**src/rtl/multiplier_32bit_seq.sv**
```systemverilog
// Iterative shift-and-add multiplier for the RV32M multiply group.
// Fixed 33-cycle latency: 32 add/shift cycles followed by one sign-correction cycle.
module multiplier_32bit_seq (
  input  logic        clk,
  input  logic        rst_n,
  input  logic        mul_start,
  input  logic [1:0]  mul_opcode,
  input  logic [31:0] operand1,
  input  logic [31:0] operand2,
  input  logic        mul_flush,
  output logic        mul_busy,
  output logic        mul_valid,
  output logic [31:0] result_multiply
);

  typedef enum logic [1:0] {IDLE, CALC, SIGN} state_t;

  localparam logic [1:0] OP_MUL    = 2'b00;
  localparam logic [1:0] OP_MULH   = 2'b01;
  localparam logic [1:0] OP_MULHSU = 2'b10;

  state_t      state, state_nxt;
  logic [1:0]  op_q;
  logic [63:0] mcand;
  logic [31:0] mplier;
  logic [63:0] acc;
  logic [4:0]  cnt;
  logic        neg;
  logic        sign_a, sign_b;
  logic [63:0] prod_fin;

  // 0x80000000 negates to itself, which is the correct unsigned magnitude
  function automatic logic [31:0] mag(input logic signed [31:0] v, input logic is_neg);
    logic signed [31:0] n;
    n = -v;
    return is_neg ? n : v;
  endfunction

  function automatic logic [63:0] apply_sign(input logic [63:0] v, input logic n);
    return n ? (~v + 64'd1) : v;
  endfunction

  assign sign_a   = operand1[31] & ((mul_opcode == OP_MULH) | (mul_opcode == OP_MULHSU));
  assign sign_b   = operand2[31] & (mul_opcode == OP_MULH);
  assign prod_fin = apply_sign(acc, neg);
  assign mul_busy = (state != IDLE);

  always_ff @(posedge clk or negedge rst_n) begin
    if (!rst_n) state <= IDLE;
    else        state <= state_nxt;
  end

  always_comb begin
    state_nxt = state;
    case (state)
      IDLE:    if (mul_start) state_nxt = CALC;
      CALC:    if (cnt == 5'd31) state_nxt = SIGN;
      SIGN:    state_nxt = IDLE;
      default: state_nxt = IDLE;
    endcase
    if (mul_flush) state_nxt = IDLE;
  end

  always_ff @(posedge clk or negedge rst_n) begin
    if (!rst_n) begin
      op_q            <= OP_MUL;
      mcand           <= '0;
      mplier          <= '0;
      acc             <= '0;
      cnt             <= '0;
      neg             <= 1'b0;
      mul_valid       <= 1'b0;
      result_multiply <= '0;
    end else begin
      mul_valid <= 1'b0;
      if (!mul_flush) begin
        case (state)
          IDLE: if (mul_start) begin
            op_q   <= mul_opcode;
            mcand  <= {32'd0, mag(operand1, sign_a)};
            mplier <= mag(operand2, sign_b);
            neg    <= sign_a ^ sign_b;
            acc    <= '0;
            cnt    <= '0;
          end
          CALC: begin
            if (mplier[0]) acc <= acc + mcand;
            mcand  <= mcand << 1;
            mplier <= mplier >> 1;
            cnt    <= cnt + 5'd1;
          end
          SIGN: begin
            result_multiply <= (op_q == OP_MUL) ? prod_fin[31:0] : prod_fin[63:32];
            mul_valid       <= 1'b1;
          end
          default: ;
        endcase
      end
    end
  end

endmodule
```
**config.mk**
```make
export PLATFORM = sky130hd
export DESIGN_NAME = multiplier_32bit_seq
export DESIGN_NICKNAME = d
export VERILOG_FILES = /design/src/rtl/multiplier_32bit_seq.sv
export SDC_FILE = /design/constraint.sdc
export NUM_CORES = 1
export LEC_CHECK = 0
export CORE_UTILIZATION = 58
export CTS_CLUSTER_DIAMETER = 40
export DETAILED_ROUTE_END_ITERATION = 12
export PLACE_DENSITY = 0.85
export SYNTH_ARGS = -nofsm -noshare
export SYNTH_HDL_FRONTEND = slang
export SYNTH_SLANG_ARGS = --single-unit
```
**constraint.sdc**
```tcl
create_clock -name clk -period 9.5 [get_ports clk]
set_input_delay 2.85 -clock clk [delete_from_list [all_inputs] [get_ports clk]]
set_output_delay 2.85 -clock clk [all_outputs]
set_load 0.02 [all_outputs]
```
# After elaboration in Yosys (flattened, before gate mapping)
# Index checks and enable logic that the tools add are counted.
# Widths: inputs -> output; s select.
[op_classes]
add_sub_neg = 5
n_mul = 0
n_div = 0
order_cmp = 0
eq_ne = 9
shift = 0
muxes = 19
bitwise_logic = 6
n_reduce_logical = 9
[op_table]
columns = ["cell", "n"]
rows = [
  ["$mux 64", 4],
  ["$pmux 64 s2", 2],
  ["$mux 32", 4],
  ["$add 64x1->64 const B", 1],
  ["$add 64x64->64", 1],
  ["$neg 32->32", 2],
  ["$not 64->64", 1],
  ["$pmux 32 s2", 1],
  ["$pmux 5 s2", 1],
  ["$mux 2", 3],
  ["$ne 3x3->1 const B", 2],
  ["$reduce_and 3->1", 2],
  ["$add 5x1->5 const B", 1],
  ["$eq 5x5->1 const B", 1],
  ["$mux 5", 1],
  ["$eq 2x1->1 const B", 2],
  ["$eq 2x2->1 const B", 2],
  ["$logic_not 2->1", 2],
  ["$ne 2x2->1 const B", 2],
  ["$pmux 2 s2", 1],
  ["$reduce_and 2->1", 2],
  ["$reduce_and 4->1", 1],
  ["$reduce_bool 2->1", 2],
  ["$and 1x1->1", 2],
  ["4 further kinds", 5],
]
[totals]
regBits = 203
latch_bits = 0
ramBits = 0
rom_bits = 0
in_bits = 70
out_inout_bits = 34
memories = 0

# Depth between registers and ports, before layout
[depth]
depth_word = 6
ltp_mapped = 12
mapped_depth_nobuf = 12

# Worst setup path before layout
# Ideal clock, no wire load.
[synth_path]
path_type = "input -> register"
startpoint = "input operand1[5]"
endpoint = "register mcand[27]"
setup_time_ps = 126
arrival_time_ps = 5302
required_time_ps = 9374
path_slack_ps = 4071
cell_stages = 9
path_buffers = 0
cell_sequence = "or4_1 -> or2_2 -> nor4_1 -> nand4_1 -> nor4_1 -> a21oi_1 -> xor2_1 -> nor2_1 -> o21ai_0"
[synth_via]
elab_chain_cells = 4
[synth_rtl]
columns = ["element", "line_no", "rtl"]
rows = [
  ["start, declared", "8", "input logic [31:0] operand1,"],
  ["$neg 32->32", "35", "n = -v;"],
  ["$mux 32", "36", "return is_neg ? n : v;"],
  ["$mux 64", "78", "IDLE: if (mul_start) begin"],
  ["$pmux 64 s2", "77", "case (state)"],
  ["end signal, assigned", "80", "mcand <= {32'd0, mag(operand1, sign_a)};"],
  ["end signal, assigned", "88", "mcand <= mcand << 1;"],
  ["end, declared", "24", "logic [63:0] mcand;"],
]
# No other way between the ends. The select of a mux whose other input is x is not followed.
# A chain may end at the register's enable or synchronous reset.

# Worst setup path in the final report
# Same ends and word-level chain as after synthesis.

==> flow_summary.json <==
{
  "status": "completed",
  "arrival_ps": 5950,
  "wl_um": 42000,
  "cpMostUsedCell": "nor4_1",
  "ys_seq_area_share_pct": 34.1,
  "num_vias": 14434,
  "worstMarginPinSlew_ps": 1080,
  "numCtsBuffers": 36,
  "crit_cells": 11,
  "drv_cap": 0,
  "rsz0062_at_grt": "no",
  "placedCellCount": 2233,
  "leakagePower_nw": 7.85,
  "drt-vias-per-instance": 6.28,
  "syn_area_per_cell_um2": 7.86,
  "yosysWarnings": 0,
  "hold_class": "register to register",
  "switchingPower_w": 0.00119,
  "tns_ps": 0,
  "synthArstFlopShare_pct": 100,
  "cp_cell_sequence": "clkdlybuf4s50_1 > or4_1 > or2_2 > nor4_1 > buf_4 > nand4_1 > nor4_1 > a21oi_1 > xor2_1 > nor2_1 > o21ai_0",
  "syn_area_mm2": 0.0149,
  "cts_htree_levels": 2,
  "fp.coreArea_mm2": 0.0252,
  "fill_cells": 2024,
  "r2r_cells": 13,
  "fin_nets": 2081,
  "initial_core_util_pct": 59.2,
  "max_freq_ghz": 0.181,
  "cts_buffer_depth": 3,
  "portBuffers": 103,
  "drc": 0,
  "grt_max_degree": 100,
  "die_y_um": 162,
  "synth_edf_count": 0,
  "register_area_mm2": 0.00508,
  "cp_data_required_time_ps": 9930,
  "synth_nets": 2037,
  "finalSetupViolCount": 0,
  "critPathMaxStageDelay_ps": 620,
  "grtUsageTotal_pct": 32.3,
  "grt_pass1_wl_um": 68600,
  "layout_commonest_cell": "nand2_1",
  "drt_first_pass_iters": 5,
  "power_frac_clock_pct": 39.1,
  "synth_ff_type": "dfrtp_1",
  "period_needed_ps": 5520,
  "final_max_slew_viol_count": 0,
  "critPathSlowestCell": "or4_1",
  "instances_no_fill": 2298,
  "intPower_w": 0.00216,
  "cts-root-buf": "clkbuf_16",
  "first_iter_violations": 1347,
  "gr-total-overflow": 0,
  "min_period_over_period_pct": 58.1,
  "grt_antenna_before_repair": 0,
  "wl_per_cell_um": 18.3,
  "fin_util_pct": 68.6,
  "yosys.cell_types.count": 74,
  "startpoint": "operand1[5]",
  "worstReg2RegStart": "mcand[0]",
  "ys_seq_elements": 203,
  "die_w_um": 162,
  "maxSlewHeadroom_pct": 28.1,
  "dieArea_mm2": 0.0263,
  "cts-resized-gates": 0,
  "ant_nets": 0,
  "ir_drop_mv": 0.137,
  "top_usage_layer": "met2",
  "ios": 104,
  "cp_top_family": "simple AND/OR/NAND/NOR gates",
  "rows": 58,
  "hold_viol": 0,
  "cts_sinks": 203,
  "multi_input_area_mm2": 0.00932,
  "grtUsageMet3_pct": 4.47,
  "clk_pin_slew_ps": 50,
  "skew_ps": 17.9,
  "switching_share_pct": 35.5,
  "postCtsHoldBufs": 0,
  "num_antenna_cells": 0,
  "path_class": "input port to register",
  "min_from": "result_multiply[1]",
  "grt_pass1_vias": 13452,
  "p_seq_share_pct": 31.4,
  "clock_latency_ps": 520,
  "placedInstanceArea_mm2": 0.0160,
  "finalPower_w": 0.00334,
  "power_frac_comb_pct": 29.4,
  "mostFrequentLayoutCells": "332 x nand2_1, 214 x o21ai_0, 202 x dfrtp_1, 174 x a21oi_1, 150 x nor2_1",
  "area_growth_pct": 15.8,
  "met1_usage_pct": 44.7,
  "cellPowerDensity_mw_per_mm2": 194,
  "end_kind": "register",
  "globalplace.congestion": 0.963,
  "post_cts.repair.setup_buffers": 0,
  "drive_above_1_share_pct": 5.64,
  "startpoint_type": "input port",
  "holdPathStages": 2,
  "fin_area_mm2": 0.0173,
  "critPathBufInv": 2,
  "cp_max_fo": 7,
  "syn_inst": 1897,
  "place_hpwl_um": 30500,
  "met2_usage_pct": 51.2,
  "cts_tree": "yes"
}
-- Yosys cell counts, drive strengths merged (9+ instances only) --
cell type / instances / area (um^2)
xor2: 96 / 841
ha: 69 / 863
nand3: 71 / 355
o31ai: 34 / 269
a21oi: 174 / 871
xnor2: 72 / 631
nand4: 21 / 131
nor3: 25 / 130
o221ai: 11 / 96.3
or4: 11 / 90.1
o21ai: 219 / 1100
a21o: 36 / 270
a31oi: 17 / 106
buf: 9 / 43.8
and3: 19 / 119
nor4: 17 / 106
nand2b: 12 / 75.1
dfrtp: 203 / 5080
o21a: 12 / 90.1
inv: 25 / 93.8
or3: 30 / 208
o21bai: 15 / 113
nor2: 151 / 567
clkbuf: 98 / 398
o41ai: 12 / 120
nand2: 332 / 1250
-- worst min-delay path, cell delays in order, from the launching register on --
cell and delay, ps:
dfrtp_1 340, nand2_1 50, nand2_1 50
-- sequential cells by signal, indices dropped and copies added (netlist names) --
name             flops
cnt                  5
state                2
neg                  1
mcand               64
mplier              32
result_multiply     32
acc                 64
mul_valid            1
op_q                 2
-- power by group through the flow --
stage               clock network [W]  logic [W]  registers (W)
finish                        0.00131   0.000983        0.00105
CTS                           0.00132   0.000966        0.00105
global route                  0.00136    0.00108        0.00106
floorplan                           0   0.000714        0.00102
global placement                    0   0.000942        0.00105
detailed placement                  0   0.000958        0.00106
-- kinds of logic after synthesis --
family	share of synthesized area, %
AO/OA/AOI/OAI	24.3
XOR/XNOR	9.87
adder cells (fa/ha/maj)	5.93
buffers and inverters	3.65
flip-flops	34.1
multiplexers	0.294
AND/OR/NAND/NOR	21.9
-- per-layer routing --
| metal | wire (um) | vias to the layer above |
|---|---|---|
| met3 | 3310 | 104 |
| met4 | 1310 | 0 |
| li1 | - | 6908 |
| met1 | 18400 | 6742 |
| met2 | 19000 | 680 |
| met5 | 0 | - |
-- stage by stage --
step,setup slack [ps],hold slack [ps]
after global placement,3670,449
after floorplan,4070,445
final,3980,465
after detailed placement,3530,458
after global routing,3690,504
after CTS,4050,469
-- cell type report --
class / instances / area share, %
timing repair buffer: 114 / 6.47
clock inverter: 21 / 1.52
multi-input combinational: 1561 / 54.0
tap: 330 / 2.39
clock buffer: 44 / 5.68
sequential: 203 / 29.4
inverter: 25 / 0.544
-- worst paths after layout --
| check | end | slack [ps] |
|---|---|---|
| max in group asynchronous | mcand[59] | 5790 |
| min in group asynchronous | acc[6] | 2330 |
| min reg2reg | result_multiply[1] | 460 |
| max reg2reg | acc[56] | 5620 |
| min | result_multiply[1] | 460 |
| max | mcand[27] | 3980 |
Power figures use the tool's default switching activity.
